## src/rtl/handshake_const_sink_pkg.sv

```systemverilog
// Shared definitions for the handshake constant sink: state encoding and a width helper.
package handshake_sink_pkg;

   localparam logic ST_ACCEPT = 1'b0;
   localparam logic ST_REPORT = 1'b1;

   // Counter width able to hold 0..n-1, never narrower than one bit.
   function automatic int unsigned clog2_min1(input int unsigned n);
      return (n <= 2) ? 1 : $clog2(n);
   endfunction

endpackage

```

## src/rtl/handshake_const_sink_if.sv

```systemverilog
// Valid/ready channels of the constant sink: token input and report output.
interface handshake_const_sink_if #(
   parameter int unsigned DATA_WIDTH  = 32,
   parameter int unsigned COUNT_WIDTH = 16
);

   logic [DATA_WIDTH-1:0]  ins;
   logic                   ins_valid;
   logic                   ins_ready;
   logic [COUNT_WIDTH-1:0] outs;
   logic                   outs_valid;
   logic                   outs_ready;

   // Producer of tokens / consumer of reports.
   modport master (
      output ins,
      output ins_valid,
      input  ins_ready,
      input  outs,
      input  outs_valid,
      output outs_ready
   );

   // The sink itself.
   modport slave (
      input  ins,
      input  ins_valid,
      output ins_ready,
      output outs,
      output outs_valid,
      input  outs_ready
   );

endinterface

```

## src/rtl/handshake_sat_counter.sv

```systemverilog
// Saturating up-counter with synchronous clear; clear has priority over increment.
module handshake_sat_counter #(
   parameter int unsigned WIDTH = 16
) (
   input  logic             clk,
   input  logic             rst,
   input  logic             inc,
   input  logic             clr,
   output logic [WIDTH-1:0] q
);

   logic [WIDTH-1:0] cnt_d;
   logic [WIDTH-1:0] cnt_q;

   // Next count: clear, else increment unless already at all-ones.
   always_comb begin
      cnt_d = cnt_q;
      if (clr) begin
         cnt_d = '0;
      end else if (inc && (cnt_q != '1)) begin
         cnt_d = cnt_q + WIDTH'(1);
      end
   end

   // Count register, asynchronously cleared.
   always_ff @(posedge clk or negedge rst) begin
      if (!rst) begin
         cnt_q <= '0;
      end else begin
         cnt_q <= cnt_d;
      end
   end

   assign q = cnt_q;

endmodule

```

## src/rtl/handshake_const_sink.sv

```systemverilog
// Elastic token sink: compares each accepted payload with EXPECTED and, every BATCH
// tokens, emits one report token carrying the saturated mismatch count of that batch.
// Optional macro HANDSHAKE_CONST_SINK_STICKY_ERR_EN adds a sticky 'err' output.
module handshake_const_sink
   import handshake_sink_pkg::*;
#(
   parameter int unsigned           DATA_WIDTH  = 32,
   parameter logic [DATA_WIDTH-1:0] EXPECTED    = DATA_WIDTH'(7'h2D),
   parameter int unsigned           BATCH       = 8,
   parameter int unsigned           COUNT_WIDTH = 16
) (
   input  logic                  clk,
   input  logic                  rst,
   handshake_const_sink_if.slave bus
`ifdef HANDSHAKE_CONST_SINK_STICKY_ERR_EN
   ,
   output logic                  err
`endif
);

   localparam int unsigned      TokWidth = clog2_min1(BATCH);
   localparam logic [TokWidth-1:0] TokLast = TokWidth'(BATCH - 1);

   logic                state_d, state_q;
   logic [TokWidth-1:0] tok_d, tok_q;
   logic                armed_q;
   logic                in_fire, out_fire, mismatch;
   logic [COUNT_WIDTH-1:0] mis_cnt;

   // Handshake decode; mismatch only counts on an actual transfer so idle X is ignored.
   always_comb begin
      in_fire  = bus.ins_valid && bus.ins_ready;
      out_fire = bus.outs_valid && bus.outs_ready;
      mismatch = in_fire && (bus.ins != EXPECTED);
   end

   // Batch sequencing: last token of a batch moves to REPORT, report fire returns to ACCEPT.
   always_comb begin
      state_d = state_q;
      tok_d   = tok_q;
      if (state_q == ST_REPORT) begin
         if (out_fire) begin
            state_d = ST_ACCEPT;
            tok_d   = '0;
         end
      end else if (in_fire) begin
         if (tok_q == TokLast) begin
            state_d = ST_REPORT;
            tok_d   = '0;
         end else begin
            tok_d = tok_q + TokWidth'(1);
         end
      end
   end

   // State and token counter; armed_q holds ins_ready low until the first edge after reset.
   always_ff @(posedge clk or negedge rst) begin
      if (!rst) begin
         state_q <= ST_ACCEPT;
         tok_q   <= '0;
         armed_q <= 1'b0;
      end else begin
         state_q <= state_d;
         tok_q   <= tok_d;
         armed_q <= 1'b1;
      end
   end

   // Mismatch count stays frozen during REPORT, so it doubles as the report payload.
   handshake_sat_counter #(
      .WIDTH (COUNT_WIDTH)
   ) u_mis_cnt (
      .clk (clk),
      .rst (rst),
      .inc (mismatch),
      .clr (out_fire),
      .q   (mis_cnt)
   );

   assign bus.ins_ready  = armed_q && (state_q == ST_ACCEPT);
   assign bus.outs_valid = (state_q == ST_REPORT);
   assign bus.outs       = mis_cnt;

`ifdef HANDSHAKE_CONST_SINK_STICKY_ERR_EN
   logic err_q;

   // Sticky flag: first mismatching transfer sets it, only reset clears it.
   always_ff @(posedge clk or negedge rst) begin
      if (!rst) begin
         err_q <= 1'b0;
      end else if (mismatch) begin
         err_q <= 1'b1;
      end
   end

   assign err = err_q;
`endif

endmodule

```

## src/flat_wrapper.sv

```systemverilog
// flat-port wrapper written by rule: the top's interface ports become plain ports
module handshake_const_sink_flat import handshake_sink_pkg::*;
#(
   parameter int unsigned           DATA_WIDTH  = 32,
   parameter logic [DATA_WIDTH-1:0] EXPECTED    = DATA_WIDTH'(7'h2D),
   parameter int unsigned           BATCH       = 8,
   parameter int unsigned           COUNT_WIDTH = 16
)
  (clk, rst, bus_ins, bus_ins_valid, bus_ins_ready, bus_outs, bus_outs_valid, bus_outs_ready);
  handshake_const_sink_if #(.DATA_WIDTH(DATA_WIDTH), .COUNT_WIDTH(COUNT_WIDTH)) bus_i ();
  input  logic clk;
  input  logic rst;
  input wire logic [$bits(bus_i.ins)-1:0] bus_ins;
  input wire logic [$bits(bus_i.ins_valid)-1:0] bus_ins_valid;
  output wire logic [$bits(bus_i.ins_ready)-1:0] bus_ins_ready;
  output wire logic [$bits(bus_i.outs)-1:0] bus_outs;
  output wire logic [$bits(bus_i.outs_valid)-1:0] bus_outs_valid;
  input wire logic [$bits(bus_i.outs_ready)-1:0] bus_outs_ready;
  assign bus_i.ins = bus_ins;
  assign bus_i.ins_valid = bus_ins_valid;
  assign bus_ins_ready = bus_i.ins_ready;
  assign bus_outs = bus_i.outs;
  assign bus_outs_valid = bus_i.outs_valid;
  assign bus_i.outs_ready = bus_outs_ready;
  handshake_const_sink #(.DATA_WIDTH(DATA_WIDTH), .EXPECTED(EXPECTED), .BATCH(BATCH), .COUNT_WIDTH(COUNT_WIDTH)) u_core (.clk(clk), .rst(rst), .bus(bus_i));
endmodule
```

## config.mk

```make
export PLATFORM = sky130hd
export DESIGN_NAME = handshake_const_sink_flat
export DESIGN_NICKNAME = d
export VERILOG_FILES = /design/src/rtl/handshake_const_sink_pkg.sv /design/src/rtl/handshake_const_sink_if.sv /design/src/rtl/handshake_sat_counter.sv /design/src/rtl/handshake_const_sink.sv /design/src/flat_wrapper.sv
export SDC_FILE = /design/constraint.sdc
export NUM_CORES = 1
export LEC_CHECK = 0
export ABC_AREA = 1
export CORE_MARGIN = 1
export CORE_UTILIZATION = 50
export DETAILED_ROUTE_END_ITERATION = 6
export GPL_TIMING_DRIVEN = 0
export PLACE_DENSITY_LB_ADDON = 0.1
export REMOVE_ABC_BUFFERS = 1
export SLEW_MARGIN = 20
export SYNTH_ARGS = -nofsm -noshare
export SYNTH_HDL_FRONTEND = slang
export SYNTH_SLANG_ARGS = --single-unit
```

## constraint.sdc

```tcl
create_clock -name clk -period 4.7 [get_ports clk]
set_clock_uncertainty 0.1 [all_clocks]
set_input_delay 1.41 -clock clk [delete_from_list [all_inputs] [get_ports clk]]
set_output_delay 1.41 -clock clk [all_outputs]
set_load 0.005 [all_outputs]
```

==> results.json <==
{
  "fp-row-count": 20,
  "powerDensity_nw_per_um2": 227,
  "cpMaxStageDelayCell": "clkdlybuf4s50_1",
  "leakage_nw": 1.19,
  "antenna_found_initial": 0,
  "clkPwrFrac": 0.182,
  "multiInputGateArea_sq_um": 973,
  "h-tree-depth": 1,
  "tns_ps": 0,
  "syn_area_sq_um": 1720,
  "combPwrFrac": 0.355,
  "slew_headroom": 0.481,
  "path_class": "reg2out",
  "syn_inst": 261,
  "setup_violations": 0,
  "io_buffer_count": 53,
  "synth_cell_types": 26,
  "cts_tree": "built",
  "crit_chain": "nor2_2, clkdlybuf4s50_1",
  "placeableCoreArea_sq_um": 3150,
  "route.met3.wl_um": 142,
  "synth_top_area_cell": "dfrtp_1",
  "cpLargestDelayFamily": "buffers and inverters",
  "crit_fanout": 5,
  "cts_root_buf": "clkbuf_4",
  "post-route-period-util": 0.625,
  "finalHoldViolations": 0,
  "synth_area_leaders": "dfrtp_1 (31%), nand2_1 (16%), nand3_1 (11%)",
  "fmax_mhz": 340,
  "drc_errors": 0,
  "clkSlewWorstSetupHoldPaths_ps": 130,
  "maxSlewViolCount": 0,
  "dieHeight_um": 60.7,
  "yosys_warnings": 0,
  "min_to": "u_core.tok_q[0]",
  "insertion_delay_ps": 320,
  "finalPower_uw": 518,
  "first_global_vias": 1670,
  "worst_pin_slew_ps": 777,
  "drt_first_pass_iters": 4,
  "track_usage": 0.242,
  "r2r-start": "u_core.u_mis_cnt.q[0]",
  "cts_made_buffers": 3,
  "r2r_cells": 6,
  "num-nets-final": 353,
  "end_kind": "output pin",
  "ys_seq_area_frac": 0.305,
  "switching_share": 0.345,
  "critPathBufInv": 1,
  "n_antenna_cell": 0,
  "route.met2.wl_um": 1880,
  "top_layer_used": "met4",
  "cts_setup_buffers": 0,
  "rrSetupSlack_ps": 2690,
  "cts.sinks": 21,
  "regArea_sq_um": 526,
  "final_common_cell": "nand2_1",
  "grt_max_degree": 22,
  "ys_seq_elements": 21,
  "io_pins": 54,
  "yosysTopAreaCellShare": 0.305,
  "rsz0062_at_grt": "no",
  "via_per_inst": 4.86,
  "hold_start": "u_core.tok_q[0]",
  "critPathMaxStageDelay_ps": 500,
  "fin_crit_ps": 2940,
  "grt_pass1_wl_um": 6790,
  "p_int_uw": 339,
  "drt_iter0_drc": 71,
  "switching_power_uw": 179,
  "ir_drop_mv": 0.217,
  "dieArea_sq_um": 3680,
  "die_width_um": 60.7,
  "overflow": 0,
  "area_growth_pct": 32.8,
  "gp_congestion": 0.838,
  "final_cell_mix": "nand2_1 (73), clkdlybuf4s50_1 (52), inv_1 (47)",
  "hpwl_um": 3050,
  "met1Wirelength_um": 1850,
  "min_path_type": "reg2reg",
  "cts-hold-fix-buffers": 0,
  "synth.avg_cell_area_sq_um": 6.60,
  "critPathRequiredTime_ps": 3190,
  "critical_path_arrival_ps": 1430,
  "vias": 1736,
  "share_seq_of_total_power": 0.464,
  "wire_per_inst_um": 10.9,
  "drv_cap": 0,
  "cts_resized": 0,
  "reg2reg_to": "u_core.u_mis_cnt.q[13]",
  "status": "completed",
  "start_kind": "register",
  "wl_um": 3890,
  "holdPathStages": 1,
  "clock_path_buffers": 2,
  "ant_nets": 0,
  "fillers": 286,
  "layout-drive-gt1-share": 0.0767,
  "start_util": 0.546
}
==> synth_stat cells (all sizes together) <==
library cell  number
inv               47
ha                 3
conb               1
xor2               5
and2               1
dfrtp             21
nor2              43
nor3               1
nand2             75
o21ai              3
nor3b              1
xnor2              1
buf                5
nand4              7
a22o               1
o41ai              1
nand3             45
==> flip-flops by register name (all words and copies together), names as in the netlist <==
register / flops
u_core.armed_q: 1
u_core.tok_q: 3
u_core.bus.outs_valid: 1
u_core.u_mis_cnt.q: 16
==> power groups by stage <==
stage	combinational, mW	sequential (mW)	clock (mW)
3_5_place_dp	0.185	0.243	0
4_1_cts	0.186	0.240	0.0978
2_1_floorplan	0.0910	0.240	0
3_3_place_gp	0.178	0.242	0
6_report	0.184	0.240	0.0941
5_1_grt	0.206	0.245	0.106
==> metrics by stage <==
stage                util  cells  setup slack (ps)  hold slack, ps  instance area (sq um)
finish              0.725    357              1760             410                   2290
global route        0.725    357              1680             441                   2290
CTS                 0.727    357              1740             414                   2290
detailed placement  0.717    353              1500             396                   2260
global placement    0.717    353              1570             390                   2260
floorplan               -    256              2330             365                   1680
==> routing by layer <==
| layer | GRT usage | vias up |
|---|---|---|
| met5 | 0 | - |
| met4 | 0.0422 | 0 |
| met3 | 0.0448 | 2 |
| met2 | 0.433 | 30 |
| met1 | 0.306 | 789 |
| li1 | - | 915 |
==> worst max-delay path by stage <==
stage | from | slack (ps) | to | cells after the start
4_1_cts | u_core.bus.outs_valid | 1740 | bus_ins_ready | 2
5_1_grt | u_core.bus.outs_valid | 1680 | bus_ins_ready | 2
3_3_place_gp | bus_ins[13] | 1570 | u_core.u_mis_cnt.q[2] | 9
3_5_place_dp | bus_ins[7] | 1500 | u_core.u_mis_cnt.q[13] | 9
6_report | u_core.bus.outs_valid | 1760 | bus_ins_ready | 2
2_1_floorplan | bus_ins[4] | 2330 | u_core.u_mis_cnt.q[0] | 8
==> cell families after synthesis <==
group | Yosys count | synth area share
compound gates | 5 | 0.0189
xor+xnor | 6 | 0.0305
fa+ha+maj | 3 | 0.0218
buf+inv | 52 | 0.129
flops | 21 | 0.305
other cells | 1 | 0.00218
simple gates | 173 | 0.492
==> area by class of cell <==
type	count	share of cell area
repair buffers	53	0.230
inverters	47	0.0772
clock buffers	3	0.00985
clock inverters	1	0.00328
well taps	44	0.0241
multi-input cells	188	0.426
flip-flops and latches	21	0.230
==> worst register-to-register path: stages (launching register included) <==
cell,delay (ps)
dfrtp_1,450
ha_1,230
nand2_2,120
nor3b_4,280
nand4_2,400
nand3_1,250
nand2_1,70
Note: power is estimated with default switching activity, not from simulation.
